**src/rtl/memory_game_core.sv**
```systemverilog
// memory_game_core: Simon-style engine that grows an LFSR-built sequence, plays it back and checks entries.
// Optional MEMGAME_LIVES_EN adds parameter LIVES and output lives_left (an error replays the round instead of losing).
module memory_game_core #(
    parameter int          SYM_W       = 4,
    parameter int          MAX_LEN     = 16,
    parameter int          SHOW_CYC    = 50_000_000,
    parameter int          TIMEOUT_CYC = 250_000_000,
    parameter logic [15:0] SEED        = 16'hACE1
`ifdef MEMGAME_LIVES_EN
    ,
    parameter int          LIVES       = 3
`endif
) (
    input  logic                         CLOCK_50,
    input  logic                         reset_n,
    input  logic                         start,
    input  logic                         enter,
    input  logic [SYM_W-1:0]             user_sym,
    output logic [SYM_W-1:0]             show_sym,
    output logic                         show_valid,
    output logic [$clog2(MAX_LEN+1)-1:0] seq_len,
    output logic [$clog2(MAX_LEN+1)-1:0] score,
    output logic                         in_turn,
    output logic                         match,
    output logic                         win,
    output logic                         end_user,
    output logic                         end_time
`ifdef MEMGAME_LIVES_EN
    ,
    output logic [1:0]                   lives_left
`endif
);

    localparam int LW   = $clog2(MAX_LEN + 1);
    localparam int IW   = $clog2(MAX_LEN);
    localparam int MAXC = (SHOW_CYC > TIMEOUT_CYC) ? SHOW_CYC : TIMEOUT_CYC;
    localparam int CW   = $clog2(MAXC + 1);

    localparam logic [15:0]   SEED_EFF     = (SEED == 16'h0000) ? 16'h0001 : SEED;
    localparam logic [CW-1:0] SHOW_LAST    = CW'(SHOW_CYC - 1);
    localparam logic [CW-1:0] TIMEOUT_LAST = CW'(TIMEOUT_CYC - 1);
    localparam logic [LW-1:0] MAX_LEN_L    = LW'(MAX_LEN);

    typedef enum logic [2:0] {
        S_IDLE,
        S_GEN,
        S_SHOW,
        S_INPUT,
        S_WIN,
        S_LOSE
    } state_t;

    state_t            state_q, state_d;
    logic [15:0]       lfsr_q, lfsr_d;
    logic              start_q, start_prev_q;
    logic              enter_q, enter_prev_q;
    logic [LW-1:0]     seq_len_q, seq_len_d;
    logic [LW-1:0]     score_q, score_d;
    logic [LW-1:0]     idx_q, idx_d;
    logic [CW-1:0]     timer_q, timer_d;
    logic              phase_on_q, phase_on_d;
    logic              match_q, match_d;
    logic              end_user_q, end_user_d;
    logic              end_time_q, end_time_d;
`ifdef MEMGAME_LIVES_EN
    logic [1:0]        lives_q, lives_d;
`endif

    logic [SYM_W-1:0]  seq_q [MAX_LEN];
    logic              seq_we;
    logic [SYM_W-1:0]  rd_sym;
    logic [LW-1:0]     last_idx;
    logic              start_edge, enter_edge;
    logic              err_user, err_time;

    assign lfsr_d     = {1'b0, lfsr_q[15:1]} ^ (lfsr_q[0] ? 16'hB400 : 16'h0000);
    assign start_edge = start_q & ~start_prev_q;
    assign enter_edge = enter_q & ~enter_prev_q;
    assign rd_sym     = seq_q[idx_q[IW-1:0]];
    assign last_idx   = seq_len_q - LW'(1);

    always_ff @(posedge CLOCK_50 or negedge reset_n) begin
        if (!reset_n) begin
            state_q      <= S_IDLE;
            lfsr_q       <= SEED_EFF;
            start_q      <= 1'b0;
            start_prev_q <= 1'b0;
            enter_q      <= 1'b0;
            enter_prev_q <= 1'b0;
            seq_len_q    <= '0;
            score_q      <= '0;
            idx_q        <= '0;
            timer_q      <= '0;
            phase_on_q   <= 1'b0;
            match_q      <= 1'b0;
            end_user_q   <= 1'b0;
            end_time_q   <= 1'b0;
`ifdef MEMGAME_LIVES_EN
            lives_q      <= 2'd0;
`endif
        end else begin
            state_q      <= state_d;
            lfsr_q       <= lfsr_d;
            start_q      <= start;
            start_prev_q <= start_q;
            enter_q      <= enter;
            enter_prev_q <= enter_q;
            seq_len_q    <= seq_len_d;
            score_q      <= score_d;
            idx_q        <= idx_d;
            timer_q      <= timer_d;
            phase_on_q   <= phase_on_d;
            match_q      <= match_d;
            end_user_q   <= end_user_d;
            end_time_q   <= end_time_d;
`ifdef MEMGAME_LIVES_EN
            lives_q      <= lives_d;
`endif
        end
    end

    // Sequence storage is never reset; only entries below seq_len are ever read.
    always_ff @(posedge CLOCK_50) begin
        if (seq_we) begin
            seq_q[seq_len_q[IW-1:0]] <= lfsr_q[SYM_W-1:0];
        end
    end

    always_comb begin
        state_d    = state_q;
        seq_len_d  = seq_len_q;
        score_d    = score_q;
        idx_d      = idx_q;
        timer_d    = timer_q;
        phase_on_d = phase_on_q;
        match_d    = 1'b0;
        end_user_d = end_user_q;
        end_time_d = end_time_q;
        seq_we     = 1'b0;
        err_user   = 1'b0;
        err_time   = 1'b0;
`ifdef MEMGAME_LIVES_EN
        lives_d    = lives_q;
`endif

        case (state_q)
            S_IDLE, S_WIN, S_LOSE: begin
                if (start_edge) begin
                    state_d    = S_GEN;
                    seq_len_d  = '0;
                    score_d    = '0;
                    end_user_d = 1'b0;
                    end_time_d = 1'b0;
`ifdef MEMGAME_LIVES_EN
                    lives_d    = 2'(LIVES);
`endif
                end
            end

            S_GEN: begin
                seq_we     = 1'b1;
                seq_len_d  = seq_len_q + LW'(1);
                state_d    = S_SHOW;
                idx_d      = '0;
                timer_d    = '0;
                phase_on_d = 1'b1;
            end

            // Each symbol is an on-phase followed by an equally long blank gap.
            S_SHOW: begin
                if (timer_q == SHOW_LAST) begin
                    timer_d    = '0;
                    phase_on_d = ~phase_on_q;
                    if (!phase_on_q) begin
                        if (idx_q == last_idx) begin
                            state_d = S_INPUT;
                            idx_d   = '0;
                        end else begin
                            idx_d = idx_q + LW'(1);
                        end
                    end
                end else begin
                    timer_d = timer_q + CW'(1);
                end
            end

            // An entry seen on the timeout cycle wins over the timeout.
            S_INPUT: begin
                timer_d = timer_q + CW'(1);
                if (enter_edge) begin
                    if (user_sym == rd_sym) begin
                        match_d = 1'b1;
                        timer_d = '0;
                        if (idx_q == last_idx) begin
                            score_d = score_q + LW'(1);
                            state_d = (seq_len_q == MAX_LEN_L) ? S_WIN : S_GEN;
                        end else begin
                            idx_d = idx_q + LW'(1);
                        end
                    end else begin
                        err_user = 1'b1;
                    end
                end else if (timer_q == TIMEOUT_LAST) begin
                    err_time = 1'b1;
                end

                if (err_user || err_time) begin
`ifdef MEMGAME_LIVES_EN
                    if (lives_q != 2'd0) begin
                        lives_d    = lives_q - 2'd1;
                        state_d    = S_SHOW;
                        idx_d      = '0;
                        timer_d    = '0;
                        phase_on_d = 1'b1;
                    end else begin
                        state_d    = S_LOSE;
                        end_user_d = err_user;
                        end_time_d = err_time;
                    end
`else
                    state_d    = S_LOSE;
                    end_user_d = err_user;
                    end_time_d = err_time;
`endif
                end
            end

            default: begin
                state_d = S_IDLE;
            end
        endcase
    end

    assign show_valid = (state_q == S_SHOW) && phase_on_q;
    assign show_sym   = show_valid ? rd_sym : '0;
    assign seq_len    = seq_len_q;
    assign score      = score_q;
    assign in_turn    = (state_q == S_INPUT);
    assign match      = match_q;
    assign win        = (state_q == S_WIN);
    assign end_user   = end_user_q;
    assign end_time   = end_time_q;
`ifdef MEMGAME_LIVES_EN
    assign lives_left = lives_q;
`endif

endmodule
```
**config.mk**
```make
export PLATFORM = sky130hd
export DESIGN_NAME = memory_game_core
export DESIGN_NICKNAME = d
export VERILOG_FILES = /design/src/rtl/memory_game_core.sv
export SDC_FILE = /design/constraint.sdc
export NUM_CORES = 1
export LEC_CHECK = 0
export CAP_MARGIN = 20
export CORE_ASPECT_RATIO = 0.6
export CORE_UTILIZATION = 63
export CTS_BUF_LIST = sky130_fd_sc_hd__clkbuf_4 sky130_fd_sc_hd__clkbuf_8
export DETAILED_ROUTE_END_ITERATION = 10
export MAX_ROUTING_LAYER = met4
export PLACE_DENSITY_LB_ADDON = 0.2
export RECOVER_POWER = 100
export SLEW_MARGIN = 20
export SYNTH_ARGS = -nofsm -noshare
export SYNTH_HDL_FRONTEND = slang
export SYNTH_SLANG_ARGS = --single-unit
export TNS_END_PERCENT = 20
```
**constraint.sdc**
```tcl
create_clock -name CLOCK_50 -period 3.4 [get_ports CLOCK_50]
set_clock_uncertainty 0.15 [all_clocks]
set_input_delay 0.34 -clock CLOCK_50 [delete_from_list [all_inputs] [get_ports CLOCK_50]]
set_output_delay 0.34 -clock CLOCK_50 [all_outputs]
set_load 0.1 [all_outputs]
```
==> impl_metrics.json, run 1 <==
{
  "timing.final.crit_share_pct": 93.95,
  "rsz0062_at_grt": "no",
  "synth-edff-count": 64,
  "synth.largest_area_cell": "edfxtp_1",
  "grt_pass1_vias": 4419,
  "cts_sinks": 134,
  "ant_nets": 0,
  "core_area_um2": 9879,
  "drt_iter0_drc": 586,
  "post-dp-hpwl_um": 11010,
  "max_clock_freq_mhz": 313.1,
  "worstPathCellList": "buf_12, mux4_2, mux2i_1, xor2_1, a21oi_1, nor2_2, nand3_1, a211oi_1, mux2_2",
  "hold_path_class": "reg2reg",
  "seq_area_frac_synth_pct": 57.57,
  "yosys.cell_types.count": 70,
  "synth.area.top_cells": "edfxtp_1 30%, dfrtp_1 24%, mux4_2 4.2%",
  "gp_congestion": 0.8882,
  "vias": 4803,
  "nets": 596,
  "setup_viol": 0,
  "hold_viol": 0,
  "ioPinCount": 28,
  "grt_use_total_pct": 33.32,
  "antenna_found_initial": 0,
  "timing.slew.headroom_pct": 9.949,
  "critical_path_required_ns": 3.57,
  "report.final.slew_viol_count": 0,
  "h-tree-depth": 4,
  "die_x_um": 132.1,
  "slowest_stage": "mux4_2",
  "drcViolationCount": 0,
  "syn_to_final_growth_pct": 11.79,
  "outcome": "finished, final reports clean",
  "ir_worst_vdd_mv": 0.7655,
  "cts.clk_slew.worst_paths_ns": 0.08,
  "cts_buffers": 17,
  "final_cell_mix": "64 x edfxtp_1, 61 x dfrtp_1, 48 x nand2_1",
  "start_util_pct": 64.77,
  "portBuffers": 27,
  "crit_buf_inv": 1,
  "max_stage_delay_ns": 0.53,
  "synth_cells": 546,
  "power_mw": 5.650,
  "post_drt_wl_per_cell_um": 21.53,
  "leakage_nw": 2.754,
  "die_area_um2": 10580,
  "critical_path.top_delay_family": "multiplexers",
  "arrival_ns": 3.36,
  "cts-root-buf": "clkbuf_8",
  "cts_tree": "done",
  "antenna_cells": 0,
  "fp.dieH_um": 80.07,
  "synth_top_area_share_pct": 30.04,
  "syn_area_um2": 6399,
  "ys_async_sr_fraction_pct": 52.24,
  "setup.worst_path.end_class": "flip-flop",
  "final_common_cell": "edfxtp_1",
  "path_class": "reg2reg",
  "fillerInstances": 674,
  "grt_max_degree": 57,
  "drt-total-wl_um": 15690,
  "clkLatencyLatePin_ns": 0.45,
  "grt_pass1_wl_um": 24770,
  "cp-start-kind": "flip-flop",
  "tightest_slew_ns": 1.351,
  "synth_nets": 561,
  "num_rows": 28,
  "yosys_register_bits": 134,
  "synthFlopType": "edfxtp_1",
  "via_per_inst": 6.588,
  "fin_setup_tns_ns": 0,
  "layout-drive-gt1-share_pct": 15.99,
  "dr.pass1.iters": 5,
  "min_period_ns": 3.194,
  "grt.overflow.total": 0,
  "maxCapViolCount": 0,
  "clockBufferDepth": 2,
  "powerDensity_nw_per_um2": 789.9,
  "crit_fanout": 26,
  "yosysWarnings": 0,
  "avgSynthCellArea_um2": 11.72
}
## state kept, by name (all words and copies together) (netlist names), 3 cells and up
name / cells
lfsr_q: 16
seq_q: 64
seq_len: 5
timer_q: 28
state_q: 3
idx_q: 5
score: 5
## layer usage
| layer | share of wire (%) | track usage, % | vias to the layer above |
|---|---|---|---|
| li1 | - | - | 2110 |
| met1 | 46 | 50.84 | 2376 |
| met2 | 40 | 42.12 | 297 |
| met3 | 13 | 9.533 | 20 |
| met4 | 1.2 | 10.47 | 0 |
| met5 | 0 | - | - |
## path summary, 6_finish.rpt
kind / start / endpoint / slack (ns) / cells after the start
worst max register to register: idx_q[0]$_DFFE_PN0P_ / idx_q[3]$_DFFE_PN0P_ / 0.21 / 9
worst min register to register: lfsr_q[4]$_DFF_PN0_ / lfsr_q[3]$_DFF_PN0_ / 0.20 / 0
worst max-delay path: idx_q[0]$_DFFE_PN0P_ / idx_q[3]$_DFFE_PN0P_ / 0.21 / 9
min in group asynchronous: reset_n / timer_q[9]$_DFFE_PN0P_ / 0.34 / 2
worst min-delay path: lfsr_q[4]$_DFF_PN0_ / lfsr_q[3]$_DFF_PN0_ / 0.20 / 0
max in group asynchronous: reset_n / start_q$_DFF_PN0_ / 0.97 / 3
## cells by family (layout without fill, tap and decap cells)
| logic type | after synthesis | count (layout) | share of synthesized area (%) |
|---|---|---|---|
| flops | 134 | 134 | 57.57 |
| fa+ha+maj | 7 | 7 | 1.369 |
| mux | 31 | 31 | 7.587 |
| xor+xnor | 17 | 17 | 2.327 |
| compound gates | 102 | 102 | 10.87 |
| buf+inv | 50 | 98 | 3.285 |
| simple gates | 205 | 205 | 16.99 |
## report_power, final
part,switching (mW),total [mW],internal (mW),leakage (nW)
clock,0.679,1.24,0.565,0.187
combinational,1.67,2.37,0.699,1.06
sequential,0.201,2.04,1.84,1.50
total,2.55,5.65,3.10,2.75
## layout make-up
cell class	instances	area (µm²)	area share, %
flip-flops and latches	134	3685	51.51
clock buffers	19	261.5	3.656
multi-input cells	362	2501	34.97
repair buffers	44	342.8	4.793
well taps	135	168.9	2.361
clock inverters	13	111.4	1.557
inverters	22	82.58	1.154
## metrics by stage
step	cells	area [µm²]	setup WS (ns)	hold WS, ns	utilization [%]
2_1_floorplan	546	6399	0.1898	-0.1056	-
3_3_place_gp	696	6865	0.2709	0.1130	69.49
3_5_place_dp	696	6865	0.1731	0.1089	69.49
4_1_cts	729	7248	0.1373	0.1697	73.37
5_1_grt	729	7153	0.03022	0.2062	72.40
6_report	729	7153	0.2057	0.2019	72.40
## cells in the mapped netlist (3+ instances only)
library cell  number
nor2_1            29
and2_1            17
nand4_1            9
o211ai_1           4
ha_1               7
a41oi_1            4
o21ai_0           12
clkbuf_1          19
dfrtp_1           62
o221ai_1           3
inv_1             22
nor2b_1            6
a21oi_1           17
nor3_1            13
nand3_1           39
mux2_2             9
o2bb2ai_1          3
buf_2              6
and3_1            11
and4_1             3
xor2_1            13
mux4_2            12
o22ai_1            4
a211oi_1           3
xnor2_1            4
nand3b_1           3
a31oi_1           32
edfxtp_1          64
mux2i_1            8
dfstp_2            8
nand2b_1           7
nand2_1           47
## what timing repair did
action	4_1_cts	5_1_grt
endpoints found under the setup margin	0	9
hold buffers	1	0
endpoints found under the hold margin	14	0
gates resized for setup	0	1
buffers inserted	0	0
Note: power is estimated with default switching activity, not from simulation.
==> run 2: changes to the inputs <==
- CORE_UTILIZATION: 63 -> 50
==> run 2 against run 1 <==
Design area rose by 1.2%. Sequential share of layout area decreased by 0.63 points. Sequential cell count is the same. Register-to-register slack worse by 0.19 ns. Core utilization is 13 points lower. Hold slack gained 0.0069 ns. Global-route usage shrank 7.4 points. First-iteration DRC count is 21% lower. Combinational power hardly changed. Fmax down 5.6%. Largest cell class unchanged. Largest power group unchanged.
==> impl_metrics.json, run 2 (synthesis gave the netlist of run 1 again) <==
{
  "layout-drive-gt1-share_pct": 15.49,
  "fp.dieH_um": 89.63,
  "cts_setup_buffers": 0,
  "post-dp-hpwl_um": 11030,
  "post_drt_wl_per_cell_um": 20.26,
  "final_common_cell": "edfxtp_1",
  "grt.overflow.total": 0,
  "worstPathCellList": "buf_4, a2111oi_0, a311oi_1, xor2_1, o32ai_4, nand4_4, and2_4, a221o_1",
  "max_stage_delay_ns": 0.55,
  "antenna_cells": 0,
  "timing.hold.ws_ns": 0.2089,
  "core_area_um2": 12260,
  "slowest_stage": "dfrtp_1",
  "crit_fanout": 20,
  "via_per_inst": 6.070,
  "hold_start": "lfsr_q[4]$_DFF_PN0_",
  "clkLatencyLatePin_ns": 0.45,
  "clockBufferDepth": 2,
  "rr_endpoint": "timer_q[23]$_DFFE_PN0P_",
  "cts-root-buf": "clkbuf_8",
  "final.setup.worst_slack_ns": 0.01771,
  "ir_worst_vdd_mv": 0.5124,
  "r2r_start": "idx_q[2]$_DFFE_PN0P_",
  "arrival_ns": 3.56,
  "largest_reg_flops": 64,
  "leakage_nw": 2.757,
  "min_to": "lfsr_q[3]$_DFF_PN0_",
  "grt_max_degree": 42,
  "crit_buf_inv": 1,
  "antenna_found_initial": 0,
  "final_cell_mix": "64 x edfxtp_1, 62 x dfrtp_1, 47 x nand2_1",
  "die_area_um2": 13270,
  "r2r_slack_ns": 0.02,
  "path_class": "reg2reg",
  "outcome": "finished, final reports clean",
  "min_period_ns": 3.382,
  "dr.pass1.iters": 5,
  "drcViolationCount": 0,
  "syn_to_final_growth_pct": 13.14,
  "fillerInstances": 1014,
  "cts.clk_slew.worst_paths_ns": 0.08,
  "grt_pass1_vias": 4298,
  "cp-start-kind": "flip-flop",
  "portBuffers": 27,
  "worstHoldPathCells": 0,
  "critical_path_required_ns": 3.57,
  "worstRegToRegCells": 8,
  "setup.worst_path.end_class": "flip-flop",
  "tightest_slew_ns": 1.209,
  "hold_viol": 0,
  "pre_cts_slack_ns": 0.1392,
  "drt_iter0_drc": 464,
  "timing.slew.headroom_pct": 19.74,
  "rsz0062_at_grt": "yes",
  "nets": 596,
  "max_clock_freq_mhz": 295.7,
  "maxCapViolCount": 0,
  "cts_sinks": 134,
  "fin_setup_tns_ns": 0,
  "cts_tree": "done",
  "cts_buffers": 17,
  "hold_path_class": "reg2reg",
  "grt_pass1_wl_um": 24270,
  "ioPinCount": 28,
  "start_util_pct": 52.20,
  "gp_congestion": 0.9203,
  "die_x_um": 148.0,
  "powerDensity_nw_per_um2": 787.7,
  "grt_use_total_pct": 25.96,
  "ant_nets": 0,
  "critical_path.top_delay_family": "compound AO/OA/AOI/OAI gates",
  "report.final.slew_viol_count": 0,
  "vias": 4607,
  "h-tree-depth": 4,
  "drt-total-wl_um": 15380,
  "setup_viol": 0,
  "num_rows": 31,
  "timing.final.crit_share_pct": 99.48
}
run 2: changes by cell type in the layout (fill, tap and decap cells not counted), sizes merged:
cell,change
clkinv,+2
buf,+2
bufinv,+1
clkbuf,-2
inv,-3
run 2: worst register-to-register path, delay by kind of cell, from the launching register on:
kind                      cells  cell delay, ns
AOI/OAI and AO/OA             4            1.44
and+or+nand+nor               2            0.62
DFF                           1            0.55
buffers and inverters         1            0.27
xor gates and xnor gates      1            0.22
run 2: area by class of cell:
cell class                 count  area (µm²)  share of cell area (%)
sequential                   134        3684                   50.88
inverter                      22       82.58                   1.141
tap                          165       206.4                   2.852
clock buffer                  19       249.0                   3.439
clock inverter                13       122.6                   1.694
multi-input combinational    362        2512                   34.70
timing repair buffer          44       382.9                   5.289
run 2: how the worst max path moves through the flow:
stage                                      start                       to  slack (ns)  cells after the start
after floorplan           seq_len[0]$_DFFE_PN0P_     idx_q[4]$_DFFE_PN0P_        0.19                     10
after global placement      idx_q[0]$_DFFE_PN0P_  timer_q[23]$_DFFE_PN0P_        0.33                      9
after detailed placement    idx_q[2]$_DFFE_PN0P_  timer_q[23]$_DFFE_PN0P_        0.14                      8
after CTS                   idx_q[2]$_DFFE_PN0P_  timer_q[23]$_DFFE_PN0P_         0.1                      8
after global routing        idx_q[2]$_DFFE_PN0P_  timer_q[14]$_DFFE_PN0P_      -0.006                      9
final                       idx_q[2]$_DFFE_PN0P_  timer_q[23]$_DFFE_PN0P_        0.02                      8
run 2: metrics by stage:
step | utilization (%) | instance area (µm²) | total power [mW] | cells
finish | 59.06 | 7239 | 5.702 | 759
CTS | 59.43 | 7284 | 5.757 | 759
detailed placement | 56.32 | 6903 | 4.492 | 726
global route | 59.06 | 7239 | 5.998 | 759
global placement | 56.32 | 6903 | 4.454 | 726
floorplan | - | 6399 | 3.825 | 546
run 2: power breakdown:
part	internal [mW]	leakage [nW]	switching, mW	total, mW
sequential	1.83	1.51	0.213	2.05
combinational	0.759	1.07	1.63	2.39
clock	0.603	0.184	0.663	1.27
total	3.20	2.76	2.51	5.70
run 2: per-layer routing:
metal / global-route usage [%] / up-vias / share of wire, %
li1: - / 2108 / -
met1: 39.83 / 2255 / 49
met2: 32.61 / 228 / 39
met3: 7.424 / 16 / 11
met4: 6.935 / 0 / 0.96
met5: - / - / 0
run 2: timing repair:
action / in CTS / in global routing
hold buffers: 1 / 0
resized for setup: 0 / 1
endpoints found under the setup margin: 0 / 2
hold endpoints to repair: 12 / 0
